`src/rtl/jtkicker_objline.sv`:
```
// Sprite row draw engine: fetches two pattern words per row, writes opaque pixels into a double line buffer.
// Build option JTKICKER_OBJ_FIRSTWINS_EN: on overlap the first opaque pixel drawn is kept.
module jtkicker_objline #(
  parameter int         BYPASS_PROM = 0,
  parameter logic [7:0] HOFFSET     = 8'd6
) (
  input  logic        rst,
  input  logic        clk,
  input  logic        pxl_cen,
  input  logic        cen2,
  input  logic        LHBL,
  input  logic        hinit_x,
  input  logic [8:0]  hdump,
  input  logic        draw,
  output logic        busy,
  input  logic [8:0]  code,
  input  logic [7:0]  xpos,
  input  logic [3:0]  pal,
  input  logic        hflip,
  input  logic        vflip,
  input  logic [3:0]  ysub,
  input  logic [3:0]  prog_data,
  input  logic [7:0]  prog_addr,
  input  logic        prog_en,
  output logic [13:0] rom_addr,
  input  logic [31:0] rom_data,
  output logic        rom_cs,
  input  logic        rom_ok,
  output logic [3:0]  pxl
);
  localparam logic [1:0] IDLE  = 2'd0;
  localparam logic [1:0] FETCH = 2'd1;
  localparam logic [1:0] DRAW  = 2'd2;

  logic [1:0]  state;
  logic [1:0]  fph;
  logic        half;
  logic        sel;
  logic [3:0]  cnt;
  logic [8:0]  code_l;
  logic [7:0]  xpos_l;
  logic [3:0]  pal_l;
  logic [3:0]  ysub_l;
  logic        hflip_l;
  logic        vflip_l;
  logic [31:0] pat;
  logic [3:0]  pix;
  logic [3:0]  colour;
  logic [7:0]  waddr;
  logic        wen;
  logic [3:0]  lbuf [0:511];
  logic        clr_en;
  logic        clr_bank;
  logic [7:0]  clr_addr;
  logic        unused_hdump;

  assign unused_hdump = hdump[8];
  assign pix   = hflip_l ? pat[3:0] : pat[31:28];
  assign waddr = xpos_l + HOFFSET + {4'd0, cnt};

  generate
    if (BYPASS_PROM != 0) begin : g_bypass
      logic unused_prog;
      assign unused_prog = ^{prog_data, prog_addr, prog_en, pal_l};
      assign colour = pix;
    end else begin : g_prom
      logic [3:0] prom [0:255];
      always_ff @(posedge clk) begin
        if (prog_en) prom[prog_addr] <= prog_data;
      end
      assign colour = prom[{pal_l, pix}];
    end
  endgenerate

  // Colour 0 is transparent; a line start cancels the pixel of that cycle.
`ifdef JTKICKER_OBJ_FIRSTWINS_EN
  assign wen = cen2 && !hinit_x && state == DRAW && colour != 4'd0 && lbuf[{sel, waddr}] == 4'd0;
`else
  assign wen = cen2 && !hinit_x && state == DRAW && colour != 4'd0;
`endif

  // Draw and readout always address opposite banks; the clear of a read entry
  // lands one clk after its read.
  always_ff @(posedge clk) begin
    if (clr_en) lbuf[{clr_bank, clr_addr}] <= 4'd0;
    if (wen) lbuf[{sel, waddr}] <= colour;
  end

  always_ff @(posedge clk or posedge rst) begin
    if (rst) begin
      pxl      <= 4'd0;
      clr_en   <= 1'b0;
      clr_bank <= 1'b0;
      clr_addr <= 8'd0;
    end else begin
      clr_en <= 1'b0;
      if (pxl_cen) begin
        if (LHBL) begin
          pxl      <= lbuf[{~sel, hdump[7:0]}];
          clr_en   <= 1'b1;
          clr_bank <= ~sel;
          clr_addr <= hdump[7:0];
        end else begin
          pxl <= 4'd0;
        end
      end
    end
  end

  // Handshake: draw is a one-cen2 request honoured only while busy=0; busy rises
  // on the accepting cen2 and falls once the 16th pixel is written or on abort.
  always_ff @(posedge clk or posedge rst) begin
    if (rst) begin
      state    <= IDLE;
      fph      <= 2'd0;
      busy     <= 1'b0;
      rom_cs   <= 1'b0;
      rom_addr <= 14'd0;
      sel      <= 1'b0;
      half     <= 1'b0;
      cnt      <= 4'd0;
      pat      <= 32'd0;
      code_l   <= 9'd0;
      xpos_l   <= 8'd0;
      pal_l    <= 4'd0;
      ysub_l   <= 4'd0;
      hflip_l  <= 1'b0;
      vflip_l  <= 1'b0;
    end else if (cen2) begin
      if (hinit_x) begin
        sel    <= ~sel;
        state  <= IDLE;
        busy   <= 1'b0;
        rom_cs <= 1'b0;
      end else begin
        case (state)
          IDLE: begin
            if (draw) begin
              code_l  <= code;
              xpos_l  <= xpos;
              pal_l   <= pal;
              ysub_l  <= ysub;
              hflip_l <= hflip;
              vflip_l <= vflip;
              busy    <= 1'b1;
              half    <= 1'b0;
              cnt     <= 4'd0;
              fph     <= 2'd0;
              state   <= FETCH;
            end
          end
          FETCH: begin
            // Phase 0 presents the address, phase 1 lets a stale rom_ok pass.
            case (fph)
              2'd0: begin
                rom_addr <= {code_l, ysub_l ^ {4{vflip_l}}, half ^ hflip_l};
                rom_cs   <= 1'b1;
                fph      <= 2'd1;
              end
              2'd1: fph <= 2'd2;
              default: begin
                if (rom_ok) begin
                  pat    <= rom_data;
                  rom_cs <= 1'b0;
                  state  <= DRAW;
                end
              end
            endcase
          end
          DRAW: begin
            pat <= hflip_l ? {4'd0, pat[31:4]} : {pat[27:0], 4'd0};
            cnt <= cnt + 4'd1;
            if (cnt[2:0] == 3'd7) begin
              if (!half) begin
                half  <= 1'b1;
                fph   <= 2'd0;
                state <= FETCH;
              end else begin
                busy  <= 1'b0;
                state <= IDLE;
              end
            end
          end
          default: state <= IDLE;
        endcase
      end
    end
  end
endmodule
```
`config.mk`:
```
export PLATFORM = sky130hd
export DESIGN_NAME = jtkicker_objline
export DESIGN_NICKNAME = d
export VERILOG_FILES = /design/src/rtl/jtkicker_objline.sv
export SDC_FILE = /design/constraint.sdc
export NUM_CORES = 2
export LEC_CHECK = 0
export CAP_MARGIN = 20
export CORE_MARGIN = 2
export CORE_UTILIZATION = 60
export DETAILED_ROUTE_END_ITERATION = 10
export GPL_TIMING_DRIVEN = 0
export PLACE_DENSITY = 0.76
export REMOVE_ABC_BUFFERS = 1
export SLEW_MARGIN = 20
export SYNTH_ARGS = -nofsm -noshare
export SYNTH_HDL_FRONTEND = slang
export SYNTH_SLANG_ARGS = --single-unit
```
`constraint.sdc`:
```
create_clock -name clk -period 8.1 [get_ports clk]
set_input_delay 0.81 -clock clk [delete_from_list [all_inputs] [get_ports clk]]
set_output_delay 0.81 -clock clk [all_outputs]
set_load 0.05 [all_outputs]
```
==> impl_results.md <==
- Most frequent CP cell: buf_6
- Share of cells above drive strength 1: 0.148
- Critical path peak fanout: 49
- Sequential power share: 0.400
- Normalized max-slew margin: 0.209
- Startpoint Class: register
- Unrepaired setup endpoints after global routing: no
- Max-capacitance violation count: 0
- Number of placement rows: 180
- Setup ws final: -0.154 ns
- HP Class: input pin to register
- CTS sink cnt: 3171
- Slew Viols, Final: 0
- Largest net degree at the start of global routing: between 100 and 150
- Port Buffer Count: 107
- Vias in the first global route: 99100
- Post-synth top cells: edfxtp_1, nor2_1, clkbuf_1
- Worst path arrival time: 8.86 ns
- Seq/Total Area, Yosys: 0.655
- Sequential Area: 0.0947 mm2
- CTS Hold Bufs: 0
- Final period utilization: 1.02
- CTS Buffer Depth: 4
- Synth Register Bits: 3171
- Switching portion of total power: 0.338
- Wire length on met1: 139 mm
- CTS tree: built
- Area contributors post-synth: edfxtp_1, mux4_2, nor2_1, o32ai_1, clkbuf_1
- Synth top area share: 0.638
- P_sw: 0.0155 W
- Min cycle time layout: 8.25 ns
- Aggregate global-route resource usage: 0.357
- Initial Util: 0.602
- Die width: a little under 500 um
- Routed Antenna Nets: 0
- Failing checks: negative setup slack
- Hold Slack: 0.226 ns
- Global placer's final weighted congestion: 0.847
- Top Metal Used: met5
- Metal3 WL: 64.1 mm
- Setup-failing EPs final: 176
- CP Cell Sequence: buf_16, buf_12, nor3_1, a21o_1, nand2b_1, a21oi_1, a2111oi_0, a31oi_1, nor4_1, o211ai_1, nor4_4, buf_6, buf_6, buf_6, buf_6, buf_6, buf_8, buf_6, buf_6, buf_4, o32ai_1
- DR DRC count: 0
- Post CTS Setup Buffer Count: 0
- Critical Path RT: 8.71 ns
- CTS root buffer: clkbuf_16
- Pre-antenna DRT Iters: 7
- Clock slew seen by the registers of the worst setup and hold paths: 0.06 ns
- Worst Tran Pin Value: 1.18 ns
- Avg Cell Area, Syn: about 13 um2
- Initial antenna violation count: 19
- Io pins: 109
- Cell internal pwr: between 0.03 and 0.04 W
- Met2 wire len: roughly 200 mm
- Count leader, synth: edfxtp_1
- Area of the multi-input gates: 0.0464 mm2
- Area Growth Syn to Fin: 11.5%
- CTS buffer count: 334
- Routed vias: 100000
- Synth Cell Area: 0.145 mm2
- Crit-path max cell delay: about 0.82 ns
- Synthesis Warnings: 0
- Dominant synthesized flop cell: edfxtp_1
- Setup Crit Path Kind: register to register
- Clock Latency Late Sink: just under 1 ns
- Logic pwr share: 0.278
- Post-synth EDFFs: 3072
- Starting DRT DRC Count: between 15000 and 20000
- Pwr dens: 285 mW/mm2
- H-tree Lvls: 5
- Power, Total: 0.0460 W
- Fin. Hold Viols: 0
- Maximum clock rate: 121 MHz
- Clock share of power: 0.321
- First-pass GRT wire length: about 640 mm
- Asr flop ratio synth: 0.0312
- Crit. End Element: register
- HPWL after DPL: 275 mm
- Total gr overflow: 0
- TNS Setup: -16.78 ns
- Synth cell types: 70
- Final nets: 10500
- WL/cell: 31.9 um
- Syn Inst Count: 10800
- Core Area: 0.240 mm2
- Crit path max-delay cell type: a2111oi_0
- Area leader, netlist: edfxtp_1
- Die Span Y: 495 um
- Drt total wl: 442 mm
- R2R setup slack: -0.15 ns
- Status: finished with violations
- Die area: 0.245 mm2
- Via/cell ratio: between 7 and 8
- Clk_skew: 0.0866 ns
- Leakage power: roughly 47 nW
- Fillers: 15700
- Maximum vdd drop: roughly 0.00031 V
-- power by group through the flow --
stage	Combinational (W)	Sequential [W]	Clock, W
floorplan	0.00620	0.0189	0
global placement	0.0110	0.0192	0
detailed placement	0.0121	0.0188	0
CTS	0.0122	0.0184	0.0148
global route	0.0132	0.0184	0.0154
finish	0.0128	0.0184	0.0148
-- flip-flops by register name, summed over array words and instances (netlist names) --
signal	count
busy	1
g_prom.prom	1024
rom_cs	1
hflip_l	1
ysub_l	4
state	2
pat	32
cnt	4
clr_en	1
code_l	9
fph	2
vflip_l	1
rom_addr	14
half	1
sel	1
lbuf	2048
clr_bank	1
pxl	4
xpos_l	8
clr_addr	8
pal_l	4
-- cell usage in the layout, fill, tap and decap left out, types with 68 or more instances in the layout --
master and instances:
clkinv_1 68, edfxtp_1 3072, a21oi_1 460, nand2_1 303, o22ai_1 238, clkbuf_1 69
buf_16 100, a22oi_1 246, clkdlybuf4s50_1 97, nand2b_1 428, clkbuf_16 342, nor2_1 2774
o21ai_0 225, o32ai_1 520, dfrtp_1 92, mux4_2 672
-- stage by stage --
stage	worst slack, ns	utilization	instances	instance area (um2)
final	-0.154	0.672	13800	161000
after global routing	0.0127	0.672	13800	161000
after CTS	0.0759	0.671	13800	161000
after detailed placement	0.145	0.628	13200	151000
after global placement	-43.88	0.606	13000	145000
after floorplan	-15.06	-	9718	140000
-- final timing paths --
kind | startpoint | to | cells after the start
min reg2reg | rom_addr[4]$_DFFE_PP0P_ | rom_addr[4]$_DFFE_PP0P_ | 2
min in group asynchronous | rst | vflip_l$_DFFE_PP0P_ | 2
max reg2reg | hflip_l$_DFFE_PP0P_ | lbuf[14][3]$_SDFFCE_PN0P_ | 21
max in group asynchronous | rst | clr_addr[1]$_DFFE_PP0P_ | 3
max | hflip_l$_DFFE_PP0P_ | lbuf[14][3]$_SDFFCE_PN0P_ | 21
min | prog_data[2] | g_prom.prom[56][2]$_DFFE_PP_ | 1
-- worst max-delay path: cells and delay by family, from the launching register on --
kind	cells	cell delay, ns
buffers and inverters	11	2.38
and+or+nand+nor	4	2.38
DFF	1	0.49
AOI/OAI and AO/OA	6	2.53
-- final cells by class --
| cell class | instances | area share |
|---|---|---|
| Tap cell | 3185 | 0.0247 |
| Timing Repair Buffer | 340 | 0.0357 |
| Clock buffer | 417 | 0.0552 |
| Clock inverter | 162 | 0.00850 |
| Multi-Input combinational cell | 6516 | 0.288 |
| Antenna cell | 11 | 0.000171 |
| Sequential cell | 3171 | 0.587 |
| Inverter | 31 | 0.000814 |
-- routing by layer --
metal	vias to the layer above	global-route usage
met4	22	0.227
met5	-	0
met2	8916	0.559
met3	1991	0.0938
li1	40300	-
met1	48900	0.446
-- cell families (layout without fill, tap and decap cells) --
| group | after synthesis | after routing | share of synthesized area |
|---|---|---|---|
| fa+ha+maj | 11 | 11 | 0.00100 |
| buf+inv | 1141 | 950 | 0.0307 |
| simple gates | 3809 | 3809 | 0.110 |
| compound gates | 1930 | 1930 | 0.0922 |
| mux | 750 | 750 | 0.110 |
| other cells | 0 | 11 | 0 |
| xor+xnor | 16 | 16 | 0.000969 |
| flops | 3171 | 3171 | 0.655 |
-- repair_timing --
item                                    in CTS  in global routing
resized for setup                            0                  3
endpoints found under the setup margin       0                 97
endpoints found under the hold margin        0                  0
Note: power is estimated with default switching activity, not from simulation.
